<file path="config.mk">
export PLATFORM = sky130hd
export DESIGN_NAME = code_entry_ctrl
export DESIGN_NICKNAME = d
export VERILOG_FILES = /design/src/rtl/code_entry_ctrl.sv
export SDC_FILE = /design/constraint.sdc
export NUM_CORES = 1
export LEC_CHECK = 0
export CAP_MARGIN = 20
export CORE_ASPECT_RATIO = 2
export CORE_MARGIN = 4
export CORE_UTILIZATION = 40
export DETAILED_ROUTE_END_ITERATION = 10
export GPL_ROUTABILITY_DRIVEN = 0
export GPL_TIMING_DRIVEN = 1
export REMOVE_ABC_BUFFERS = 1
export SYNTH_ARGS = -nofsm -noshare
export SYNTH_HDL_FRONTEND = slang
export SYNTH_SLANG_ARGS = --single-unit
</file>
<file path="constraint.sdc">
create_clock -name clk -period 2.91 [get_ports clk]
set_clock_uncertainty 0.15 [all_clocks]
set_input_delay 0.582 -clock clk [delete_from_list [all_inputs] [get_ports clk]]
set_output_delay 0.582 -clock clk [all_outputs]
set_load 0.02 [all_outputs]
</file>
<file path="src/rtl/code_entry_ctrl.sv">
// rtl/code_entry_ctrl.sv - keypad code entry controller: collects four hex digits, loads them, awaits grant, locks out after repeated failures
module code_entry_ctrl #(
  parameter int TIMEOUT     = 1000,
  parameter int HOLD_CYCLES = 16,
  parameter int LOCK_CYCLES = 5000
) (
  input  logic        clk,
  input  logic        rst,
  input  logic        key_valid,
  input  logic [3:0]  key_code,
  input  logic        key_enter,
  input  logic        key_clear,
  input  logic        Access_Grant,
  output logic [15:0] Data_In,
  output logic        Data_In_Load,
  output logic [2:0]  digit_count,
  output logic        entry_error,
  output logic        locked,
  output logic        busy
);

  typedef enum logic [2:0] {
    S_IDLE,
    S_COLLECT,
    S_LOAD,
    S_HOLD,
    S_LOCKOUT
  } state_t;

  // Terminal values of the shared cycle timer for each timed state.
  localparam logic [15:0] TIMEOUT_LAST = 16'(TIMEOUT - 1);
  localparam logic [15:0] HOLD_LAST    = 16'(HOLD_CYCLES - 1);
  localparam logic [15:0] LOCK_LAST    = 16'(LOCK_CYCLES - 1);

  state_t      state, state_nxt;
  logic [15:0] timer, timer_nxt;
  logic [1:0]  fail_cnt, fail_cnt_nxt;
  logic [15:0] data_nxt;
  logic [2:0]  count_nxt;
  logic        err_nxt;
  logic        load_nxt;
  logic        locked_nxt;
  logic        busy_nxt;

  // Next-state, datapath and registered-output values; one timer serves COLLECT, HOLD and LOCKOUT.
  always_comb begin
    state_nxt    = state;
    timer_nxt    = timer;
    fail_cnt_nxt = fail_cnt;
    data_nxt     = Data_In;
    count_nxt    = digit_count;
    err_nxt      = 1'b0;

    case (state)
      S_IDLE: begin
        if (key_valid) begin
          data_nxt  = {12'h000, key_code};
          count_nxt = 3'd1;
          timer_nxt = '0;
          state_nxt = S_COLLECT;
        end
      end

      S_COLLECT: begin
        if (key_clear) begin
          data_nxt  = '0;
          count_nxt = '0;
          timer_nxt = '0;
          state_nxt = S_IDLE;
        end else if (key_enter) begin
          timer_nxt = '0;
          if (digit_count == 3'd4) begin
            state_nxt = S_LOAD;
          end else begin
            err_nxt   = 1'b1;
            data_nxt  = '0;
            count_nxt = '0;
            state_nxt = S_IDLE;
          end
        end else if (key_valid) begin
          timer_nxt = '0;
          if (digit_count != 3'd4) begin
            data_nxt  = {Data_In[11:0], key_code};
            count_nxt = digit_count + 3'd1;
          end
        end else if (timer == TIMEOUT_LAST) begin
          err_nxt   = 1'b1;
          data_nxt  = '0;
          count_nxt = '0;
          timer_nxt = '0;
          state_nxt = S_IDLE;
        end else begin
          timer_nxt = timer + 16'd1;
        end
      end

      S_LOAD: begin
        timer_nxt = '0;
        state_nxt = S_HOLD;
      end

      S_HOLD: begin
        // A grant arriving on the timeout cycle still wins.
        if (Access_Grant) begin
          fail_cnt_nxt = '0;
          data_nxt     = '0;
          count_nxt    = '0;
          timer_nxt    = '0;
          state_nxt    = S_IDLE;
        end else if (timer == HOLD_LAST) begin
          err_nxt      = 1'b1;
          data_nxt     = '0;
          count_nxt    = '0;
          timer_nxt    = '0;
          fail_cnt_nxt = (fail_cnt == 2'd3) ? 2'd3 : fail_cnt + 2'd1;
          state_nxt    = (fail_cnt_nxt == 2'd3) ? S_LOCKOUT : S_IDLE;
        end else begin
          timer_nxt = timer + 16'd1;
        end
      end

      S_LOCKOUT: begin
        if (timer == LOCK_LAST) begin
          fail_cnt_nxt = '0;
          timer_nxt    = '0;
          state_nxt    = S_IDLE;
        end else begin
          timer_nxt = timer + 16'd1;
        end
      end

      default: begin
        data_nxt  = '0;
        count_nxt = '0;
        timer_nxt = '0;
        state_nxt = S_IDLE;
      end
    endcase

    load_nxt   = (state_nxt == S_LOAD);
    locked_nxt = (state_nxt == S_LOCKOUT);
    busy_nxt   = (state_nxt == S_LOAD) || (state_nxt == S_HOLD) || (state_nxt == S_LOCKOUT);
  end

  // State, counters and all outputs are registered; reset clears everything immediately.
  always_ff @(posedge clk or negedge rst) begin
    if (!rst) begin
      state        <= S_IDLE;
      timer        <= '0;
      fail_cnt     <= '0;
      Data_In      <= '0;
      digit_count  <= '0;
      entry_error  <= 1'b0;
      Data_In_Load <= 1'b0;
      locked       <= 1'b0;
      busy         <= 1'b0;
    end else begin
      state        <= state_nxt;
      timer        <= timer_nxt;
      fail_cnt     <= fail_cnt_nxt;
      Data_In      <= data_nxt;
      digit_count  <= count_nxt;
      entry_error  <= err_nxt;
      Data_In_Load <= load_nxt;
      locked       <= locked_nxt;
      busy         <= busy_nxt;
    end
  end

endmodule

</file>
# Word-level counts from Yosys, hierarchy flattened

Cells that the tools add are included.
W data, S select, Z words.

Flip-flop bits (word level): 44
Latch bits: 0
Memory bits (writable): 0
ROM bits: 0
Output and inout port bits: 23
Logic and storage cells: 93
Memories kept: 0

Add/sub/neg operators: 3
Multiply operators: 0
Div/mod/pow operators: 0
Order comparisons: 0
Eq/ne operators: 20
Shift-type cells: 0
Mux-type cells: 53
Bitwise operators: 1
Reductions and logical operators: 7

Operators by type and width:

| operator                | number |
|---|---|
| $mux W16                | 17 |
| $pmux W16 S4            | 2 |
| $mux W3                 | 18 |
| $add A16 B1 Y16 const B | 1 |
| $eq A16 B10 Y1 const B  | 1 |
| $eq A16 B13 Y1 const B  | 1 |
| $eq A16 B4 Y1 const B   | 1 |
| $pmux W3 S5             | 1 |
| $eq A3 B2 Y1 const B    | 4 |
| $pmux W3 S4             | 1 |
| $mux W2                 | 5 |
| $ne A5 B5 Y1 const B    | 2 |
| $eq A3 B3 Y1 const B    | 3 |
| $mux W1                 | 7 |
| $ne A3 B3 Y1 const B    | 2 |
| $reduce_and A6 Y1       | 1 |
| $eq A2 B2 Y1 const B    | 2 |
| $ne A2 B2 Y1 const B    | 2 |
| $ne A4 B4 Y1 const B    | 1 |
| $pmux W2 S2             | 1 |
| $add A3 B1 Y3 const B   | 1 |
| $eq A3 B1 Y1 const B    | 1 |
| $logic_not A3 Y1        | 1 |
| $reduce_and A3 Y1       | 1 |
| other kinds (6)         | 7 |

# Logic depth before layout (Yosys ltp)

Depth after elaboration: 10
Gate-level depth with buffers: 8
Mapped depth without buffers: 7

# Worst setup path after synthesis

Ideal clock, no wire load.

Path kind: register -> register
Start: register timer[4]
End: register digit_count[0]
Library setup time: 79 ps
Data arrival time: 2254 ps
Data required time: 2681 ps
Path slack: 427 ps
Cell stages (with the launch flop): 8
Buffers on the path: 2
Period minus slack after synthesis: 2483 ps
Cell sequence: dfrtp_1 > or4_4 > or4_4 > nor3_2 > o311a_1 > buf_6 > buf_12 > mux2i_1

Cells in the longest elaborated chain, start to end: 3
Elaborated cells on any way between the ends: 5
Those cells by class: eq/ne: 4; reduce/logical: 1

Ends and longest elaborated chain:

| what                                                          | line    | RTL |
|---|---|---|
| start, declared                                               | 36      | `logic [15:0] timer, timer_nxt;` |
| start signal, assigned                                        | 159     | `timer <= timer_nxt;` |
| $eq A16 B10 Y1 / $eq A16 B4 Y1 (equally long branches)        | 86, 110 |  |
| $ne A5 B5 Y1 (no line) / $ne A3 B3 Y1 (equally long branches) | -       |  |
| $reduce_and A6 Y1 (no line) (*)                               | -       |  |
| end signal, assigned                                          | 162     | `digit_count <= count_nxt;` |
| end, declared                                                 | 16      | `output logic [2:0] digit_count,` |

Mark *: on every way between the ends. The rest lies on a longest branch, timed or not.
A chain may end at the register's enable or synchronous reset.

# Worst setup path in the final report

Start: register timer[4]
End: register timer[8]

Cells in the longest elaborated chain, start to end: 6
Elaborated cells on any way between the ends: 12
Those cells by class: add/sub: 1; eq/ne: 3; mux: 8

Ends and longest elaborated chain:

| what                                                     | line | RTL |
|---|---|---|
| $add A16 B1 Y16 / $eq A16 B10 Y1 (equally long branches) | -    |  |
| $mux W16                                                 | 86   | `end else if (timer == TIMEOUT_LAST) begin` |
| $mux W16                                                 | 80   | `end else if (key_valid) begin` |
| $mux W16                                                 | 70   | `end else if (key_enter) begin` |
| $mux W16                                                 | 65   | `if (key_clear) begin` |
| $pmux W16 S4 (*)                                         | 54   | `case (state)` |

Marked as above.

==> impl_results.md <==
* Post-Syn Area at 0.002275 mm2
* Clk pwr share at 37.3%
* Multi-input combinational cell area at 0.001023 mm2
* Maximum vdd drop at 0.0003813 V
* # Post-CTS Setup Buffers at 0
* Final Setup Violations at 0
* Iteration-0 DRC count of the detailed router at 67
* Grt ovf at 0
* Yosys reg bits at 44
* Worst-Skew Late Latency at 0.31 ns
* Internal at 997.1 uW
* Final standard cell area without fillers at 0.002806 mm2
* GRT Max-Usage Layer: met2
* DRC viols at 0
* Synth async-reset ratio at 100.0%
* Row count at 38
* All-Layer GR Usage at 15.67%
* Max_slew headroom at 70.38%
* Final Max Tran Viols at 0
* CTS tree: built
* Yosys top cell area share at 48.40%
* Ratio of cells with drive above 1 in the final layout at 10.58%
* CTS Buf Count at 5
* Ys flop type: dfrtp_1
* Final setup margin at 0.2523 ns
* Tightest Hold Check Type: input port to asynchronous set/reset pin
* RSZ-0062 raised after global routing: no
* HPWL after detailed placement at 3732 um
* Die Ht at 114.6 um
* Crit path DAT at 2.68 ns
* Starting Density at 41.60%
* Die ar. at 0.007031 mm2
* Ys Warns at 0
* First-pass DRT Iterations at 4
* EDFF count, synth at 0
* Placed cell areas at 0.002685 mm2
* Slew at the pin with the worst max-slew slack at 0.4442 ns
* Num Clock Sinks at 44
* Final nets at 286
* Diodes inserted at 0
* Pwr Density at 475.1 mW/mm2
* Filler Cells Inserted at 521
* Grt met1 use at 15.13%
* CP Capture Type: register
* Core area at 0.005468 mm2
* Post-route clock period utilization at 91.33%
* Mapped Cells at 235
* Post-synth top area cell: dfrtp_1
* CTS resizes at 0
* Largest net degree at the start of global routing at 27
* Hold Fails Final Rpt at 0
* Syn-to-layout area delta at 23.38%
* Dpl ws at 0.06297 ns
* Seq pwr share at 48.9%
* CTS Hold Buffers Added at 0
* CTS clk-pin slew, worst paths at 0.09 ns
* Vias in the first global route at 1832
* Net Sw Frac at 25.21%
* Via count at 1772
* Sequential fraction of the synthesis area at 48.40%
* Non-filler instance count after layout at 334
* Maximum fanout along the worst path at 13
* # IOs at 33
* Status: complete, no violations
* Inst Count DP at 326
* Tmin final at 2.658 ns
* Root Buffer: clkbuf_8
* Logic gate share of total power at 13.8%
* I/O Buffers at 32
* Overall Power at 1.333 mW
* Setup TNS at 0 ns
* Leakage power at 1.251 nW
* Met3 Usage GRT at 3.612%
* Fmax achieved at 0.3763 GHz
* M2 GR Usage at 28.78%
* CTS Buffer Depth at 2
* Global-route wire length before repair at 8217 um
* Worst setup path category: register to register
* Syn avg cell area at 9.679 um2
* Initial antenna violation count at 0
* WP data required at 2.93 ns
* DR vias/cell at 5.305
* Htree depth at 2
* Top post-synthesis cells by area: dfrtp_1, mux2i_1, nand2_1, nor2_1, xor2_1
* Synth unique cells at 46
* DR WL/cell at 14.66 um
* Startpoint Class: register
* Max cap viols at 0
* Sequential Area at 0.001101 mm2
* Post-Route WL at 4897 um
* Antenna-violating nets left at 0
* P_sw at 336.1 uW
* Die width at 61.33 um
layout by cell type, fill, tap and decap left out, drive strengths merged, types with 3 or more instances in the layout:
cell type / netlist / final
buf: 6 / 12
a21oi: 5 / 5
or3: 3 / 3
nor2: 22 / 22
o21ai: 6 / 6
nand2b: 3 / 3
clkbuf: 6 / 6
or4: 4 / 4
nand2: 32 / 32
inv: 20 / 20
xor2: 9 / 9
nand4: 4 / 4
nor3: 9 / 9
a31oi: 3 / 3
mux2i: 20 / 20
dfrtp: 44 / 44
nand3: 11 / 11
clkdlybuf4s50: 0 / 31
ha: 3 / 3
Yosys cell counts, types with 2 or more instances:
master,instances
or3_1,3
nand2b_1,3
nor4_1,2
a21oi_1,5
or4_4,3
o2bb2ai_1,2
nor2_1,22
nand2_1,31
buf_2,4
inv_1,20
o21a_1,2
o21ai_0,5
ha_1,3
nand3_1,11
nand4_1,4
clkbuf_1,5
a31oi_1,3
or4bb_1,2
mux2i_1,20
dfrtp_1,44
xor2_1,9
nor3_1,8
area by class of cell:
| class | instances | share of cell area, % |
|---|---|---|
| multi-input cells | 159 | 36.47 |
| repair buffers | 43 | 14.62 |
| well taps | 60 | 2.675 |
| clock inverters | 2 | 1.382 |
| flip-flops and latches | 44 | 39.23 |
| clock buffers | 6 | 2.942 |
| inverters | 20 | 2.675 |
path summary, 6_finish.rpt:
kind / cells after the start / to / from / slack (ns)
max in group asynchronous: 2 / Data_In[7] / rst / 1.85
min reg2reg: 1 / timer[0] / timer[0] / 0.36
min: 1 / Data_In[10] / rst / 0.05
max reg2reg: 5 / timer[8] / timer[4] / 0.25
min in group clk: 1 / timer[0] / timer[0] / 0.36
max: 5 / timer[8] / timer[4] / 0.25
state kept, by name, indices dropped and copies added (netlist names):
signal and flops:
busy 1, timer 16, entry_error 1, state 3, fail_cnt 2, locked 1
Data_In 16, Data_In_Load 1, digit_count 3
worst max-delay path, cell delays in order, from the launching register on:
cell	delay [ns]
dfrtp_1	0.42
or4_4	0.57
or4_4	0.57
a2bb2oi_1	0.26
o211a_1	0.45
nor3_1	0.11
logic make-up after synthesis:
logic type               count (synthesis)  share of synthesized area [%]
AO/OA/AOI/OAI                           25                          7.371
XOR/XNOR                                10                          3.851
adder cells (fa/ha/maj)                  3                          1.650
buffers and inverters                   32                          6.600
flip-flops                              44                          48.41
multiplexers                            21                          9.296
AND/OR/NAND/NOR                        100                          22.83
power groups by stage:
stage	registers (mW)	logic (mW)	clock network, mW
after floorplan	0.680	0.0772	0
after global placement	0.664	0.186	0
after detailed placement	0.665	0.188	0
after CTS	0.653	0.188	0.520
after global routing	0.657	0.203	0.540
final	0.652	0.184	0.497
layer usage:
metal  vias to the layer above  share of wire [%]
li1                        871                  -
met1                       844                 37
met2                        42                 55
met3                        15                4.9
met4                         0                3.7
met5                         -                  0
metrics by stage:
step / utilization (%) / hold WS, ns
2_1_floorplan: - / 0.1364
3_3_place_gp: 49.11 / 0.3460
3_5_place_dp: 49.11 / 0.3519
4_1_cts: 51.33 / 0.05922
5_1_grt: 51.33 / 0.07363
6_report: 51.33 / 0.05303
Power figures use the tool's default switching activity.
